`src/rtl/imem_loader_pkg.sv`:
```
// imem_loader_pkg: shared constants and state encodings for the UART
// instruction-memory bootloader (framing FSM and UART receiver).
package imem_loader_pkg;

   // First byte of every load frame.
   localparam logic [7:0] SYNC_BYTE = 8'hA5;

   // Framing FSM states.
   typedef enum logic [2:0] {
      WAIT_SYNC,
      GET_LEN,
      GET_DATA,
      GET_CKSUM,
      DONE
   } ldr_state_t;

   // UART receiver states.
   typedef enum logic [1:0] {
      IDLE,
      START,
      BITS,
      STOP
   } rx_state_t;

endpackage

```
`src/rtl/imem_loader_if.sv`:
```
// imem_loader_if: instruction-memory write port (write strobe, word index,
// word data). The loader is the master, the memory is the slave.
interface imem_loader_if;
   import imem_loader_pkg::*;

   logic        write;
   logic [31:0] addr_in;
   logic [31:0] data;

   modport master (output write, output addr_in, output data);
   modport slave  (input  write, input  addr_in, input  data);

endinterface

```
`src/rtl/imem_loader_uart_rx_byte.sv`:
```
// uart_rx_byte: 8N1 UART receiver. Synchronises rx, times the start bit to
// its centre, samples 8 data bits LSB first and checks the stop bit.
// Emits a one-cycle byte_valid on a good stop bit, frame_err on a bad one.
module uart_rx_byte
   import imem_loader_pkg::*;
#(
   parameter int CLKS_PER_BIT = 104
) (
   input  logic       clk,
   input  logic       reset,
   input  logic       rx,
   output logic       byte_valid,
   output logic [7:0] rx_byte,
   output logic       frame_err
);

   localparam int CW = $clog2(CLKS_PER_BIT) + 1;
   localparam logic [CW-1:0] HALF_CNT = CW'(CLKS_PER_BIT / 2 - 1);
   localparam logic [CW-1:0] FULL_CNT = CW'(CLKS_PER_BIT - 1);

   logic          rx_meta, rx_s, rx_prev;
   rx_state_t     state, state_nx;
   logic [CW-1:0] cnt, cnt_nx;
   logic [2:0]    bit_idx, bit_idx_nx;
   logic [7:0]    shreg, shreg_nx;
   logic          valid_nx, ferr_nx;

   // Two-flop synchroniser plus one delayed copy for falling-edge detection.
   always_ff @(posedge clk or posedge reset) begin
      if (reset) begin
         rx_meta <= 1'b1;
         rx_s    <= 1'b1;
         rx_prev <= 1'b1;
      end else begin
         rx_meta <= rx;
         rx_s    <= rx_meta;
         rx_prev <= rx_s;
      end
   end

   // Receiver state, bit timing counter and output pulses.
   always_ff @(posedge clk or posedge reset) begin
      if (reset) begin
         state      <= IDLE;
         cnt        <= '0;
         bit_idx    <= '0;
         byte_valid <= 1'b0;
         frame_err  <= 1'b0;
      end else begin
         state      <= state_nx;
         cnt        <= cnt_nx;
         bit_idx    <= bit_idx_nx;
         byte_valid <= valid_nx;
         frame_err  <= ferr_nx;
      end
   end

   // Shift register holds data only, so it carries no reset.
   always_ff @(posedge clk) begin
      shreg <= shreg_nx;
   end

   // Next-state logic: half a bit to the start centre, then full bits.
   always_comb begin
      state_nx   = state;
      cnt_nx     = cnt;
      bit_idx_nx = bit_idx;
      shreg_nx   = shreg;
      valid_nx   = 1'b0;
      ferr_nx    = 1'b0;
      case (state)
         IDLE: begin
            cnt_nx     = '0;
            bit_idx_nx = '0;
            if (rx_prev && !rx_s) state_nx = START;
         end
         START: begin
            if (cnt == HALF_CNT) begin
               cnt_nx   = '0;
               // A line that is high again at mid-start was a glitch.
               state_nx = rx_s ? IDLE : BITS;
            end else begin
               cnt_nx = cnt + CW'(1);
            end
         end
         BITS: begin
            if (cnt == FULL_CNT) begin
               cnt_nx   = '0;
               shreg_nx = {rx_s, shreg[7:1]};
               if (bit_idx == 3'd7) state_nx = STOP;
               else                 bit_idx_nx = bit_idx + 3'd1;
            end else begin
               cnt_nx = cnt + CW'(1);
            end
         end
         STOP: begin
            if (cnt == FULL_CNT) begin
               cnt_nx   = '0;
               state_nx = IDLE;
               if (rx_s) valid_nx = 1'b1;
               else      ferr_nx  = 1'b1;
            end else begin
               cnt_nx = cnt + CW'(1);
            end
         end
         default: state_nx = IDLE;
      endcase
   end

   assign rx_byte = shreg;

endmodule

```
`src/rtl/imem_loader.sv`:
```
// imem_loader: UART bootloader. Parses frames of
//   A5, N (1..DEPTH), 4*N little-endian payload bytes [, checksum]
// and writes one imem word per 4 payload bytes while holding the core off.
// Optional feature macro: IMEM_LOADER_CKSUM_EN adds a trailing checksum byte
// (two's complement of N plus all payload bytes, mod 256).
module imem_loader
   import imem_loader_pkg::*;
#(
   parameter int CLKS_PER_BIT = 104,
   parameter int DEPTH        = 16
) (
   input  logic          clk,
   input  logic          reset,
   input  logic          rx,
   imem_loader_if.master imem,
   output logic          cpu_hold,
   output logic          busy,
   output logic          error
);

   localparam int WCW = $clog2(DEPTH) + 1;
   localparam logic [7:0] DEPTH_B = 8'(DEPTH);

   logic       byte_valid, frame_err;
   logic [7:0] rx_byte;

   uart_rx_byte #(.CLKS_PER_BIT(CLKS_PER_BIT)) u_rx (
      .clk        (clk),
      .reset      (reset),
      .rx         (rx),
      .byte_valid (byte_valid),
      .rx_byte    (rx_byte),
      .frame_err  (frame_err)
   );

   ldr_state_t     state, state_nx;
   logic [1:0]     byte_cnt, byte_cnt_nx;
   logic [WCW-1:0] word_cnt, word_cnt_nx;
   logic [WCW-1:0] len, len_nx;
   logic [23:0]    asm_word, asm_word_nx;
   logic           write_r, write_nx;
   logic [31:0]    addr_r, addr_nx;
   logic [31:0]    data_r, data_nx;
   logic           hold_r, hold_nx;
   logic           error_r, error_nx;
`ifdef IMEM_LOADER_CKSUM_EN
   logic [7:0]     cksum, cksum_nx;
`endif

   // FSM state, counters and registered imem/status outputs.
   always_ff @(posedge clk or posedge reset) begin
      if (reset) begin
         state    <= WAIT_SYNC;
         byte_cnt <= '0;
         word_cnt <= '0;
         len      <= '0;
         write_r  <= 1'b0;
         addr_r   <= '0;
         data_r   <= '0;
         hold_r   <= 1'b0;
         error_r  <= 1'b0;
`ifdef IMEM_LOADER_CKSUM_EN
         cksum    <= '0;
`endif
      end else begin
         state    <= state_nx;
         byte_cnt <= byte_cnt_nx;
         word_cnt <= word_cnt_nx;
         len      <= len_nx;
         write_r  <= write_nx;
         addr_r   <= addr_nx;
         data_r   <= data_nx;
         hold_r   <= hold_nx;
         error_r  <= error_nx;
`ifdef IMEM_LOADER_CKSUM_EN
         cksum    <= cksum_nx;
`endif
      end
   end

   // Lower three bytes of the word being assembled; pure data, no reset.
   always_ff @(posedge clk) begin
      asm_word <= asm_word_nx;
   end

   // Framing FSM: next state, word assembly and output strobes.
   always_comb begin
      state_nx    = state;
      byte_cnt_nx = byte_cnt;
      word_cnt_nx = word_cnt;
      len_nx      = len;
      asm_word_nx = asm_word;
      write_nx    = 1'b0;
      addr_nx     = addr_r;
      data_nx     = data_r;
      hold_nx     = hold_r;
      error_nx    = error_r;
`ifdef IMEM_LOADER_CKSUM_EN
      cksum_nx    = cksum;
`endif
      if (frame_err) begin
         // A broken byte aborts the frame. cpu_hold is left as it is: words
         // may already be in imem, so only a clean frame may release the core.
         error_nx = 1'b1;
         state_nx = WAIT_SYNC;
      end else begin
         case (state)
            WAIT_SYNC: begin
               if (byte_valid && rx_byte == SYNC_BYTE) begin
                  state_nx = GET_LEN;
                  hold_nx  = 1'b1;
                  error_nx = 1'b0;
               end
            end
            GET_LEN: begin
               if (byte_valid) begin
                  if (rx_byte == 8'd0 || rx_byte > DEPTH_B) begin
                     error_nx = 1'b1;
                     hold_nx  = 1'b0;
                     state_nx = WAIT_SYNC;
                  end else begin
                     len_nx      = rx_byte[WCW-1:0];
                     byte_cnt_nx = '0;
                     word_cnt_nx = '0;
                     state_nx    = GET_DATA;
`ifdef IMEM_LOADER_CKSUM_EN
                     cksum_nx    = rx_byte;
`endif
                  end
               end
            end
            GET_DATA: begin
               if (byte_valid) begin
                  byte_cnt_nx = byte_cnt + 2'd1;
`ifdef IMEM_LOADER_CKSUM_EN
                  cksum_nx    = cksum + rx_byte;
`endif
                  case (byte_cnt)
                     2'd0: asm_word_nx[7:0]   = rx_byte;
                     2'd1: asm_word_nx[15:8]  = rx_byte;
                     2'd2: asm_word_nx[23:16] = rx_byte;
                     default: begin
                        write_nx    = 1'b1;
                        data_nx     = {rx_byte, asm_word};
                        addr_nx     = 32'(word_cnt);
                        word_cnt_nx = word_cnt + WCW'(1);
                        if (word_cnt == len - WCW'(1)) begin
`ifdef IMEM_LOADER_CKSUM_EN
                           state_nx = GET_CKSUM;
`else
                           state_nx = DONE;
`endif
                        end
                     end
                  endcase
               end
            end
`ifdef IMEM_LOADER_CKSUM_EN
            GET_CKSUM: begin
               if (byte_valid) begin
                  if (8'(cksum + rx_byte) == 8'd0) begin
                     state_nx = DONE;
                  end else begin
                     // Bad image already sits in imem: keep the core held.
                     error_nx = 1'b1;
                     state_nx = WAIT_SYNC;
                  end
               end
            end
`endif
            DONE: begin
               hold_nx  = 1'b0;
               state_nx = WAIT_SYNC;
            end
            default: state_nx = WAIT_SYNC;
         endcase
      end
   end

   assign imem.write   = write_r;
   assign imem.addr_in = addr_r;
   assign imem.data    = data_r;
   assign cpu_hold     = hold_r;
   assign error        = error_r;
   assign busy         = (state != WAIT_SYNC);

endmodule

```
`src/flat_wrapper.sv`:
```
// flat-port wrapper written by rule: the top's interface ports become plain ports
module imem_loader_flat import imem_loader_pkg::*;
#(
   parameter int CLKS_PER_BIT = 104,
   parameter int DEPTH        = 16
)
  (clk, reset, rx, cpu_hold, busy, error, imem_write, imem_addr_in, imem_data);
  imem_loader_if imem_i ();
  input  logic clk;
  input  logic reset;
  input  logic rx;
  output logic cpu_hold;
  output logic busy;
  output logic error;
  output wire logic [$bits(imem_i.write)-1:0] imem_write;
  output wire logic [$bits(imem_i.addr_in)-1:0] imem_addr_in;
  output wire logic [$bits(imem_i.data)-1:0] imem_data;
  assign imem_write = imem_i.write;
  assign imem_addr_in = imem_i.addr_in;
  assign imem_data = imem_i.data;
  imem_loader #(.CLKS_PER_BIT(CLKS_PER_BIT), .DEPTH(DEPTH)) u_core (.clk(clk), .reset(reset), .rx(rx), .imem(imem_i), .cpu_hold(cpu_hold), .busy(busy), .error(error));
endmodule
```
`config.mk`:
```
export PLATFORM = sky130hd
export DESIGN_NAME = imem_loader_flat
export DESIGN_NICKNAME = d
export VERILOG_FILES = /design/src/rtl/imem_loader_pkg.sv /design/src/rtl/imem_loader_if.sv /design/src/rtl/imem_loader_uart_rx_byte.sv /design/src/rtl/imem_loader.sv /design/src/flat_wrapper.sv
export SDC_FILE = /design/constraint.sdc
export NUM_CORES = 1
export LEC_CHECK = 0
export ABC_AREA = 0
export BUFFER_PORTS_ARGS = -buffer_cell sky130_fd_sc_hd__buf_2
export CORE_ASPECT_RATIO = 1.25
export CORE_MARGIN = 2
export CORE_UTILIZATION = 55
export DETAILED_ROUTE_END_ITERATION = 8
export PLACE_DENSITY = 0.81
export SYNTH_ARGS = -nofsm -noshare
export SYNTH_HDL_FRONTEND = slang
export SYNTH_HIERARCHICAL = 1
export SYNTH_SLANG_ARGS = --single-unit
```
`constraint.sdc`:
```
create_clock -name clk -period 3.6 [get_ports clk]
set_input_delay 0.72 -clock clk [delete_from_list [all_inputs] [get_ports clk]]
set_output_delay 0.72 -clock clk [all_outputs]
set_load 0.005 [all_outputs]
```
==> results of run 1 <==
## cells in the mapped netlist (2+ instances only)
cell type and count:
a21oi_1 5, a22o_1 2, a31oi_1 3, and3_1 6, and4b_2 2, buf_2 4
buf_4 28, clkbuf_1 3, dfrtp_1 70, dfstp_2 3, edfxtp_1 32, ha_1 9
inv_1 10, mux2_1 6, mux2_2 35, nand2_1 17, nand2b_1 5, nand3_1 9
nand4_1 4, nor2_1 16, nor3_1 7, nor4_1 2, nor4b_1 3, o211a_1 2
o211ai_1 2, o21ai_0 5, o2bb2ai_1 4, or4b_1 2, xnor2_1 4, xor2_1 7
## metal layers
metal  GRT usage  up-vias  part of all wire
met5           0        -                 0
met2      0.2998       66              0.53
met3     0.03476       10             0.037
met1      0.2199     1283              0.42
li1            -     1222                 -
met4     0.07370        0             0.011
## through the flow
stage	total power, mW	cell area [sq um]	hold slack (ns)	setup WS (ns)
floorplan	1.530	4587	0.3452	1.537
global placement	1.534	4712	0.3481	1.463
detailed placement	1.544	4712	0.3496	1.363
CTS	2.250	4917	0.3659	1.323
global route	2.335	4917	0.3747	1.230
finish	2.231	4917	0.3645	1.331
## worst min-delay path by stage
stage	start	endpoint	slack, ns
6_report	u_core/u_rx/rx_meta	u_core/u_rx/rx_s	0.36
5_1_grt	u_core/u_rx/rx_meta	u_core/u_rx/rx_s	0.37
4_1_cts	u_core/u_rx/rx_meta	u_core/u_rx/rx_s	0.37
3_5_place_dp	u_core/u_rx/rx_meta	u_core/u_rx/rx_s	0.35
3_3_place_gp	u_core/u_rx/rx_meta	u_core/u_rx/rx_s	0.35
2_1_floorplan	u_core/u_rx/rx_meta	u_core/u_rx/rx_s	0.35
## critical path, delay by kind of cell (launching register included)
| kind | cells | cell delay (ns) |
|---|---|---|
| buf+inv | 2 | 0.47 |
| simple gates | 2 | 0.85 |
| mux | 1 | 0.38 |
| flops | 1 | 0.45 |
## state kept, by name, indices dropped and copies added (netlist names), 2 cells and up, named ones only
name,cells
u_core/word_cnt,5
u_core/imem.addr_in,5
u_core/state,3
u_core/byte_cnt,2
u_core/len,5
u_core/imem.data,32
u_core/asm_word,24
u_core/u_rx/bit_idx,3
u_core/u_rx/cnt,8
u_core/u_rx/rx_byte,8
## kinds of logic (layout without fill, tap and decap cells)
family / count (synthesis) / count (layout) / synth area share
adders and majority gates: 9 / 9 / 0.02508
other: 1 / 27 / 0.0008353
DFF: 105 / 105 / 0.6218
and+or+nand+nor: 84 / 84 / 0.1118
AOI/OAI and AO/OA: 32 / 32 / 0.05184
muxes: 42 / 42 / 0.1051
xor gates and xnor gates: 11 / 11 / 0.02146
buffers and inverters: 45 / 71 / 0.06215
## layout make-up
cell class / count / area, sq um
fill: 597 / 2965
sequential: 105 / 2791
multi-input combinational: 205 / 1521
timing repair buffer: 45 / 242.7
clock buffer: 9 / 123.9
tap: 95 / 118.9
clock inverter: 7 / 81.33
inverter: 10 / 37.54
## power by group through the flow
stage	clock network [mW]	logic (mW)	registers, mW
floorplan	0	0.196	1.33
global placement	0	0.161	1.37
detailed placement	0	0.168	1.38
CTS	0.729	0.170	1.35
global route	0.776	0.197	1.36
finish	0.711	0.167	1.35
==> flow_metrics.env, run 1 <==
export IMPL_run_status="finished clean"
export IMPL_via_count=2581
export IMPL_number_of_placed_instances_with_taps_included=460
export IMPL_critical_path_reg2reg_endpoint="u_core/imem.data[8]"
export IMPL_postSynthAreaPerCell_sq_um=13.65
export IMPL_number_of_global_route_vias_before_repair=2562
export IMPL_instances_no_fill=476
export IMPL_synth_cells=329
export IMPL_endpoint="u_core/imem.data[8]"
export IMPL_setup_tns_final_ns=0
export IMPL_timing_clock_skew_ns=0.01263
export IMPL_total_power_per_unit_cell_area_nw_per_um2=453.6
export IMPL_clkSlewWorstSetupHoldPaths_ns=0.11
export IMPL_finish_net_count=388
export IMPL_antenna_left=0
export IMPL_synthDominantAreaCellType="dfrtp_1"
export IMPL_total_die_area_sq_um=8905
export IMPL_timing_setup_critical_path_class="flop to flop"
export IMPL_drtIter0Drc=112
export IMPL_switching_share=0.2713
export IMPL_hold_class="flop to flop"
export IMPL_cellInternalPower_mw=1.625
export IMPL_drt_pass1_iterations=4
export IMPL_coreArea_sq_um=7883
export IMPL_cts_htree_levels=3
export IMPL_grt_first_pass_wirelength_um=12410
export IMPL_cts_tree="done"
export IMPL_rsz0062_at_grt="no"
export IMPL_clkPwrFrac=0.319
export IMPL_critical_path_arrival_ns=2.52
export IMPL_top_level_ports=71
export IMPL_synth_enable_flop_cells=32
export IMPL_cap_viol_max_count=0
export IMPL_synth_cell_types=52
export IMPL_area_delta_synth_final_pct=9.532
export IMPL_antenna_cells_inserted=0
export IMPL_synth_async_sr_flop_share=0.6952
export IMPL_max_freq_ghz=0.4407
export IMPL_p_leak_nw=2.366
export IMPL_timing_reg2reg_setup_slack_ns=1.33
export IMPL_critical_path_max_stage_delay_ns=0.66
export IMPL_holdPathStages=0
export IMPL_cts_num_sinks=105
export IMPL_start_util=0.5695
export IMPL_floorplan_rows=36
export IMPL_synth_cell_area_sq_um=4489
export IMPL_slew_headroom=0.5180
export IMPL_cp_startpoint="u_core/state[2]"
export IMPL_grt_overflow_total=0
export IMPL_yosysWarnings=6
export IMPL_synth_largest_type_area_fraction=0.3902
export IMPL_switchingPower_mw=0.6053
export IMPL_crit_fanout=33
export IMPL_numPortBuffers=43
export IMPL_setup_violations=0
export IMPL_worstReg2RegStart="u_core/state[2]"
export IMPL_worst_endpoint_required_time_ns=3.85
export IMPL_post_cts_hold_buffer_count=0
export IMPL_period_utilization=0.6303
export IMPL_drt_wl_total_um=7533
export IMPL_antenna_violations_before_repair=0
export IMPL_cts_inserted_buffers=9
export IMPL_comb_power_share=0.075
export IMPL_layout_cells_most_common="dfrtp_1"
export IMPL_grt_start_max_net_pins=35
export IMPL_drc_errors=0
export IMPL_ys_ff_latch=105
export IMPL_cts_resized_gates=0
export IMPL_critPathLaunchType="flop"
export IMPL_timing_critical_path_cells="inv_1 > nand3_1 > nor3_2 > buf_12 > mux2_2"
export IMPL_die_h_um=105.0
export IMPL_worstRegToRegCells=5
export IMPL_all_layer_gr_usage=0.1767
export IMPL_critPathCaptureType="flop"
export IMPL_final_cell_mix="70 x dfrtp_1, 43 x buf_2, 35 x mux2_2"
export IMPL_number_of_buffers_on_the_longest_clock_path=2
export IMPL_finalWeightedCongestion=0.8591
export IMPL_timing_hold_violations_final=0
export IMPL_die_width_um=84.81
export IMPL_tightestPinTransition_ns=0.7191
export IMPL_finalMaxSlewViolations=0
export IMPL_finalCriticalPeriod_ns=2.269
export IMPL_cts_post_setup_buffers_inserted=0
export IMPL_finalCoreUtilization=0.6238
export IMPL_ys_top_cells_by_area="dfrtp_1 39%, edfxtp_1 21%, mux2_2 8.8%"
export IMPL_routed_length_per_placed_instance_um=15.83
export IMPL_post_dp_hpwl_um=5111
export IMPL_root_buffer="clkbuf_8"
export IMPL_ys_dominant_reg_cell="dfrtp_1"
export IMPL_insertion_delay_ns=0.36
export IMPL_layout_drive_gt1_share=0.2835
export IMPL_worst_ir_drop_vdd_uv=336.3
export IMPL_sequentialPowerShare=0.606
export IMPL_seq_area_frac_synth=0.6218
export IMPL_vias_per_cell=5.422
export IMPL_critical_path_slowest_cell="nor3_2"
Note: power is estimated with default switching activity, not from simulation.
==> run 2: changes to the inputs <==
==> constraint.sdc (replaced) <==
create_clock -name clk -period 2.35 [get_ports clk]
set_input_delay 0.47 -clock clk [delete_from_list [all_inputs] [get_ports clk]]
set_output_delay 0.47 -clock clk [all_outputs]
set_load 0.005 [all_outputs]
==> flow_metrics.env, run 2 (synthesized netlist as in run 1, its figures left out) <==
export IMPL_die_width_um=84.81
export IMPL_worstRegToRegCells=7
export IMPL_vias_per_cell=5.461
export IMPL_timing_reg2reg_setup_slack_ns=0.21
export IMPL_all_layer_gr_usage=0.1863
export IMPL_drtIter0Drc=174
export IMPL_area_delta_synth_final_pct=10.23
export IMPL_routed_length_per_placed_instance_um=16.17
export IMPL_period_utilization=0.9102
export IMPL_comb_power_share=0.077
export IMPL_number_of_global_route_vias_before_repair=2683
export IMPL_run_status="finished clean"
export IMPL_root_buffer="clkbuf_8"
export IMPL_p_total_mw=3.401
export IMPL_number_of_buffers_on_the_longest_clock_path=2
export IMPL_cap_viol_max_count=0
export IMPL_timing_setup_critical_path_class="flop to flop"
export IMPL_cts_htree_levels=3
export IMPL_insertion_delay_ns=0.37
export IMPL_hold_ws_ns=0.1755
export IMPL_finalCoreUtilization=0.6278
export IMPL_grt_overflow_total=0
export IMPL_total_power_per_unit_cell_area_nw_per_um2=687.2
export IMPL_clkSlewWorstSetupHoldPaths_ns=0.11
export IMPL_setup_ws_ns=0.2111
export IMPL_cts_tree="done"
export IMPL_cts_resized_gates=0
export IMPL_final_fill_count=576
export IMPL_antenna_violations_before_repair=0
export IMPL_finalMaxSlewViolations=0
export IMPL_crit_fanout=3
export IMPL_die_h_um=105.0
export IMPL_critical_path_slowest_cell="or4b_1"
export IMPL_total_die_area_sq_um=8905
export IMPL_critical_path_max_stage_delay_ns=0.52
export IMPL_finalCriticalPeriod_ns=2.139
export IMPL_slew_headroom=0.5506
export IMPL_post_dp_hpwl_um=5426
export IMPL_coreArea_sq_um=7883
export IMPL_clkPwrFrac=0.315
export IMPL_worst_ir_drop_vdd_uv=474.6
export IMPL_switching_share=0.2705
export IMPL_worstReg2RegStart="u_core/len[0]"
export IMPL_timing_clock_skew_ns=0.01594
export IMPL_critPathLaunchType="flop"
export IMPL_cts_post_setup_buffers_inserted=0
export IMPL_layout_cells_most_common="dfrtp_1"
export IMPL_antenna_left=0
export IMPL_final_cell_mix="70 x dfrtp_1, 43 x buf_2, 35 x mux2_2"
export IMPL_start_util=0.5695
export IMPL_floorplan_rows=36
export IMPL_timing_critical_path_cells="inv_1 > ha_1 > nand2b_1 > o211a_1 > o31a_1 > or4b_1 > a41o_1"
export IMPL_switchingPower_mw=0.9201
export IMPL_setup_tns_final_ns=0
export IMPL_finish_net_count=394
export IMPL_setup_violations=0
export IMPL_max_freq_ghz=0.4675
export IMPL_grt_start_max_net_pins=31
export IMPL_hold_class="input pin to asynchronous set/reset pin"
export IMPL_tightestPinTransition_ns=0.6733
export IMPL_grt_first_pass_wirelength_um=12860
export IMPL_drt_wl_total_um=7793
export IMPL_antenna_cells_inserted=0
export IMPL_cts_inserted_buffers=9
export IMPL_drc_errors=0
export IMPL_cts_num_sinks=105
export IMPL_drt_pass1_iterations=5
export IMPL_timing_hold_violations_final=0
export IMPL_finalWeightedCongestion=0.8331
export IMPL_sequentialPowerShare=0.609
export IMPL_critical_path_reg2reg_endpoint="u_core/state[1]"
export IMPL_critical_path_arrival_ns=2.39
export IMPL_worst_endpoint_required_time_ns=2.60
export IMPL_p_leak_nw=2.394
export IMPL_cellInternalPower_mw=2.481
export IMPL_largest_register_ff_count=32
export IMPL_pre_cts_ws_ns=0.2437
export IMPL_rsz0062_at_grt="no"
export IMPL_post_cts_hold_buffer_count=0
export IMPL_top_level_ports=71
export IMPL_critPathCaptureType="flop"
export IMPL_layout_drive_gt1_share=0.2946
export IMPL_numPortBuffers=43
export IMPL_via_count=2632
run 2: metrics by stage:
| step | std cells | cell area, sq um |
|---|---|---|
| after floorplan | 355 | 4587 |
| after CTS | 482 | 4949 |
| final | 482 | 4949 |
| after global placement | 466 | 4757 |
| after global routing | 482 | 4949 |
| after detailed placement | 466 | 4757 |
run 2: layer usage:
| layer | global-route usage | part of all wire | vias to the layer above |
|---|---|---|---|
| met2 | 0.3228 | 0.53 | 63 |
| met5 | 0 | 0 | - |
| met1 | 0.2115 | 0.41 | 1327 |
| met3 | 0.05766 | 0.048 | 11 |
| li1 | - | - | 1231 |
| met4 | 0.07710 | 0.016 | 0 |
run 2: area by class of cell:
cell class / instances / area, sq um / share of cell area
Sequential cell: 105 / 2791 / 0.5641
Tap cell: 95 / 118.9 / 0.02402
Multi-Input combinational cell: 205 / 1521 / 0.3075
Clock buffer: 9 / 123.9 / 0.02503
Inverter: 10 / 37.54 / 0.007585
Timing Repair Buffer: 51 / 287.8 / 0.05815
Clock inverter: 7 / 67.56 / 0.01365
run 2: worst max-delay path: cells and delay by family, from the launching register on:
kind / cells / cell delay, ns
buffers and inverters: 1 / 0.07
adders and majority gates: 1 / 0.24
DFF: 1 / 0.40
and+or+nand+nor: 2 / 0.69
AOI/OAI and AO/OA: 3 / 0.61
run 2: power groups by stage:
stage | Clock (mW) | Combinational (mW) | Sequential (mW)
after global placement | 0 | 0.251 | 2.10
after detailed placement | 0 | 0.263 | 2.10
after global routing | 1.17 | 0.303 | 2.09
after CTS | 1.10 | 0.263 | 2.07
after floorplan | 0 | 0.300 | 2.04
final | 1.07 | 0.260 | 2.07
run 2: worst max path at each step:
stage | end | from | slack, ns | cells past startpoint
after floorplan | u_core/state[1] | u_core/len[0] | 0.35 | 7
after global placement | u_core/state[1] | u_core/len[0] | 0.32 | 7
after detailed placement | u_core/state[1] | u_core/len[0] | 0.24 | 7
after CTS | u_core/state[1] | u_core/len[0] | 0.21 | 7
after global routing | u_core/len[4] | u_core/u_rx/rx_byte[4] | 0.07 | 4
final | u_core/state[1] | u_core/len[0] | 0.21 | 7
